<file path="src/rtl/ts_switch_scheduler.sv">
// ts_switch_scheduler: moves the TS mux between channels only on packet boundaries.
// It drains the current packet, blanks output until the target sync byte arrives, then
// selects the target. It also applies a post-switch holdoff and an alignment timeout.
// Optional gap statistics (last_gap) are built when TS_SWITCH_GAP_STATS_EN is defined.
module ts_switch_scheduler #(
    parameter int unsigned TIMEOUT_CYCLES = 4096,
    parameter int unsigned HOLDOFF_CYCLES = 1024
) (
    input  logic        clk,
    input  logic        rst_n,
    input  logic        en,
    input  logic [1:0]  req_channel,
    input  logic [3:0]  signal_present,
    input  logic [3:0]  pkt_sop,
    input  logic [3:0]  pkt_eop,
    output logic [1:0]  sel,
    output logic        out_gate,
    output logic        busy,
    output logic        switch_done,
    output logic        switch_fail,
    output logic [15:0] switch_count,
    output logic [19:0] last_gap
);
    localparam int unsigned CW  = 20;
    localparam int unsigned SCW = 16;

    typedef enum logic [1:0] {IDLE, ALIGN, LOCKED, DRAIN} state_t;

    state_t         state, state_n;
    logic [1:0]     target, target_n, sel_n;
    logic           gate_n, busy_n, done_n, fail_n;
    logic [CW-1:0]  tmo_cnt, tmo_n, tmo_inc;
    logic [CW-1:0]  hold_cnt, hold_n;
    logic [SCW-1:0] count_n;

    assign tmo_inc = tmo_cnt + CW'(1);

    // State register and registered outputs
    always_ff @(posedge clk or negedge rst_n) begin
        if (!rst_n) begin
            state        <= IDLE;
            target       <= 2'd0;
            sel          <= 2'd0;
            out_gate     <= 1'b0;
            busy         <= 1'b0;
            switch_done  <= 1'b0;
            switch_fail  <= 1'b0;
            switch_count <= '0;
            tmo_cnt      <= '0;
            hold_cnt     <= '0;
        end else begin
            state        <= state_n;
            target       <= target_n;
            sel          <= sel_n;
            out_gate     <= gate_n;
            busy         <= busy_n;
            switch_done  <= done_n;
            switch_fail  <= fail_n;
            switch_count <= count_n;
            tmo_cnt      <= tmo_n;
            hold_cnt     <= hold_n;
        end
    end

    // Next-state and next-output decisions; priority: disable, fail, sop/eop, request
    always_comb begin
        state_n  = state;
        target_n = target;
        sel_n    = sel;
        gate_n   = out_gate;
        done_n   = 1'b0;
        fail_n   = 1'b0;
        tmo_n    = tmo_cnt;
        hold_n   = hold_cnt;

        if (!en) begin
            state_n = IDLE;
            gate_n  = 1'b0;
            tmo_n   = '0;
            hold_n  = '0;
        end else begin
            case (state)
                IDLE: begin
                    gate_n   = 1'b0;
                    target_n = req_channel;
                    tmo_n    = '0;
                    state_n  = ALIGN;
                end
                ALIGN: begin
                    gate_n = 1'b0;
                    tmo_n  = tmo_inc;
                    if (!signal_present[target] || tmo_inc == CW'(TIMEOUT_CYCLES)) begin
                        fail_n   = 1'b1;
                        target_n = sel;
                        tmo_n    = '0;
                    end else if (pkt_sop[target]) begin
                        sel_n   = target;
                        gate_n  = 1'b1;
                        done_n  = 1'b1;
                        hold_n  = CW'(HOLDOFF_CYCLES);
                        tmo_n   = '0;
                        state_n = LOCKED;
                    end
                end
                LOCKED: begin
                    gate_n = 1'b1;
                    if (hold_cnt != '0) begin
                        hold_n = hold_cnt - CW'(1);
                    end else if (req_channel != sel && signal_present[req_channel]) begin
                        target_n = req_channel;
                        state_n  = DRAIN;
                    end
                end
                DRAIN: begin
                    gate_n = 1'b1;
                    if (pkt_eop[sel]) begin
                        gate_n  = 1'b0;
                        tmo_n   = '0;
                        state_n = ALIGN;
                    end else if (req_channel == sel) begin
                        state_n = LOCKED;
                    end
                end
                default: state_n = IDLE;
            endcase
        end

        busy_n  = (state_n == ALIGN) || (state_n == DRAIN);
        count_n = (done_n && switch_count != '1) ? switch_count + SCW'(1) : switch_count;
    end

`ifdef TS_SWITCH_GAP_STATS_EN
    logic [CW-1:0] gap_cnt, gap_n, gap_inc, last_gap_n;

    assign gap_inc = (gap_cnt == '1) ? gap_cnt : gap_cnt + CW'(1);

    // Blanked-cycle counter: cleared on fresh ALIGN entry, kept across fail retargets
    always_comb begin
        gap_n      = gap_cnt;
        last_gap_n = last_gap;
        if (!en) begin
            gap_n = '0;
        end else if (state != ALIGN) begin
            if (state_n == ALIGN) gap_n = '0;
        end else begin
            gap_n = gap_inc;
        end
        if (done_n) last_gap_n = gap_inc;
    end

    // Gap statistics registers
    always_ff @(posedge clk or negedge rst_n) begin
        if (!rst_n) begin
            gap_cnt  <= '0;
            last_gap <= '0;
        end else begin
            gap_cnt  <= gap_n;
            last_gap <= last_gap_n;
        end
    end
`else
    assign last_gap = '0;
`endif

endmodule

</file>
<file path="config.mk">
export PLATFORM = sky130hd
export DESIGN_NAME = ts_switch_scheduler
export DESIGN_NICKNAME = d
export VERILOG_FILES = /design/src/rtl/ts_switch_scheduler.sv
export SDC_FILE = /design/constraint.sdc
export NUM_CORES = 1
export LEC_CHECK = 0
export BUFFER_PORTS_ARGS = -buffer_cell sky130_fd_sc_hd__buf_2
export CORE_MARGIN = 5
export CORE_UTILIZATION = 47
export CTS_CLUSTER_DIAMETER = 120
export CTS_CLUSTER_SIZE = 20
export DETAILED_ROUTE_END_ITERATION = 10
export PLACE_DENSITY = 0.77
export RECOVER_POWER = 25
export SYNTH_ARGS = -nofsm -noshare
export SYNTH_HDL_FRONTEND = slang
export SYNTH_SLANG_ARGS = --single-unit
</file>
<file path="constraint.sdc">
create_clock -name clk -period 7.75 [get_ports clk]
set_input_delay 1.1625 -clock clk [delete_from_list [all_inputs] [get_ports clk]]
set_output_delay 1.1625 -clock clk [all_outputs]
set_load 0.005 [all_outputs]
</file>
==> impl_metrics.yaml <==
critical_path:
  end_kind: "async pin"
  path_buf_inv: 2
  crit_family: "buffers and inverters"
  crit_chain: "buf_2 > clkbuf_1"
  crit_required_ns: 7.41
  cp-start-kind: "input pin"
  r2r_slack_ns: 4.60
  worstSetupPathType: "in2async"
  critPathMaxFanout: 65
  cpMaxStageDelayCell: "clkbuf_1"
  arrival_ns: 3.71
  cp_slowest_stage_delay_ns: 2.42
clock_tree:
  cts_hold_buf: 0
  numCtsBuffers: 9
  cts_tree: "built"
  clk_pin_slew_ns: 0.06
  h-tree-depth: 3
  cts_resized: 0
  postCtsSetupRepairBufs: 0
  clkLatencyLatePin_ns: 0.34
  cts_root_buf: "clkbuf_8"
  clock_path_buffers: 2
  cts_sinks: 65
global_routing:
  grt_pass1_vias: 3289
  overflow: 0
  grt_use_total: 0.163
  grt_max_degree: 66
  grt_pass1_wl_mm: 15.1
  antenna_found_initial: 0
pwr:
  ir_worst_vdd_mv: 0.123
  power.density_nw_per_um2: 228
  p_leak_nw: 2.08
sta:
  clock_skew_ns: 0.0109
  fin_tns_setup_ns: 0
  timing.final.ws_setup_ns: 3.70
  fin_crit_ns: 4.05
  hold_viol_final: 0
  final-max-slew-violation-count: 66
  maxSlewHeadroom: -1.31
  period_share: 0.523
  setup_violations: 0
  rsz0062_at_grt: "false"
  fmax_mhz: 247
  tightest_slew_ns: 3.47
floorplan:
  coreArea_sq_um: 8720
  io_pins: 59
  die_area_sq_um: 10900
  die_h_um: 104
  die_w_um: 104
  start_util: 0.481
  rows: 34
flow_run:
  cap_violations: 1
yosys:
  postSynthCellCount: 453
  yosys_warnings: 0
  synthArstFlopShare: 1.00
  yosysUniqueCellTypes: 65
  synth_area_leaders: "dfrtp_1 (39%), nor2_1 (4.6%), nand2_1 (4.5%)"
  syn_area_sq_um: 4200
  synth_top_area_share: 0.388
  synth-seq-area-share: 0.388
  synth_edf_count: 0
  synth-seq-cells: 65
  syn-mean-instance-area_sq_um: 9.26
  synthFlopType: "dfrtp_1"
  synth_area_leader_cell: "dfrtp_1"
layout:
  syn2layout_area_growth_pct: 6.41
  fin_area_sq_um: 4470
  fill_cells: 791
  diodes: 0
  drive_above_1_share: 0.178
  stdcell_count: 591
  nets: 498
worst_hold_path:
  hp-class: "reg2reg"
status:
  violations: "max-capacitance violations, max-slew violations"
  status: "finished with violations"
placed_design:
  dpl.cell_count: 575
  hpwl_mm: 5.95
  io_buffers: 38
  gp_congestion: 0.828
  placed_cell_area_sq_um: 4310
  pre_cts_ws_ns: 4.59
detailed_routing:
  post_drt_wl_per_cell_um: 14.5
  drt-met1-wl_mm: 3.87
  drt_iter0_markers: 173
  met3WireLength_um: 326
  via_per_inst: 5.65
  drc: 0
  final_antenna_net_count: 0
  routed_wl_mm: 8.56
  num_vias: 3338
  drt-pass1-iter-count: 4
  wl_met2_mm: 4.20
  top_layer: "met4"
## per-stage QoR
stage / utilization / hold WS, ns / power (W)
6_report: 0.512 / 0.479 / 0.00102
5_1_grt: 0.512 / 0.495 / 0.00109
4_1_cts: 0.512 / 0.480 / 0.00103
3_5_place_dp: 0.494 / 0.470 / 0.000779
3_3_place_gp: 0.494 / 0.464 / 0.000770
2_1_floorplan: - / 0.444 / 0.000705
## logic make-up after synthesis
group                    synth area share
other                            0.000894
AO/OA/AOI/OAI                       0.162
adder cells (fa/ha/maj)           0.00895
flip-flops                          0.388
multiplexers                       0.0561
AND/OR/NAND/NOR                     0.248
XOR/XNOR                           0.0501
buffers and inverters              0.0871
## flip-flops by register name, summed over array words and instances, names as in the netlist
signal	count
busy	1
hold_cnt	20
out_gate	1
sel	2
state	1
switch_count	16
switch_done	1
switch_fail	1
target	2
tmo_cnt	20
## layer usage
| metal | up-vias | track usage |
|---|---|---|
| li1 | 1637 | - |
| met1 | 1615 | 0.199 |
| met2 | 72 | 0.275 |
| met3 | 14 | 0.0348 |
| met4 | 0 | 0.0694 |
| met5 | - | 0 |
## where the power goes
group	internal, W	switching, W	leakage, nW	total (W)
clock network	0.000114	0.000130	0.0818	0.000244
registers	0.000379	0.0000492	0.875	0.000428
logic	0.000134	0.000212	1.12	0.000346
total	0.000627	0.000391	2.08	0.00102
## synthesized netlist by cell type (11+ instances only)
library cell  number
a21oi_1           19
and3_1            12
buf_2             13
buf_4             24
dfrtp_1           65
inv_1             15
nand2_1           50
nand4_1           11
nor2_1            51
nor3_1            15
xor2_1            14
## layout by cell type, fill, tap and decap left out, types with 3 or more instances in the layout
cell type	synthesis	final
a21o_1	5	5
a21oi_1	19	19
and3_1	12	12
nor2b_1	5	5
and2_1	4	4
nor3_2	5	5
nor4_1	6	6
mux4_2	4	4
ha_1	3	3
nor4_2	4	4
a221o_1	7	7
nor3_1	15	15
nand2_1	50	50
dfrtp_1	65	65
xor2_1	14	14
nor3b_1	5	5
nand3_1	10	10
mux2_2	3	3
a211o_1	8	8
xnor2_1	10	10
inv_1	15	15
nand4_1	11	11
o21ai_0	7	7
or3_1	3	3
mux2i_1	10	10
clkbuf_8	0	9
and4_1	6	6
buf_2	13	38
nor2_1	51	51
clkinv_2	0	4
conb_1	1	20
a31oi_1	8	8
## area by class of cell
type | count | area, sq um | share of cell area
multi-input combinational | 346 | 2280 | 0.510
sequential | 65 | 1630 | 0.364
timing repair buffer | 41 | 209 | 0.0468
tap | 108 | 135 | 0.0303
clock buffer | 10 | 128 | 0.0286
inverter | 15 | 56.3 | 0.0126
clock inverter | 6 | 35.0 | 0.00785
## worst paths after layout
| kind | from | endpoint | cells past startpoint |
|---|---|---|---|
| max | rst_n | tmo_cnt[16] | 2 |
| min | hold_cnt[19] | hold_cnt[19] | 1 |
| max in group clk | tmo_cnt[0] | tmo_cnt[12] | 8 |
| max reg2reg | tmo_cnt[0] | tmo_cnt[12] | 8 |
| min reg2reg | hold_cnt[19] | hold_cnt[19] | 1 |
| min in group asynchronous | rst_n | tmo_cnt[3] | 2 |
(Power assumes the default switching activity.)
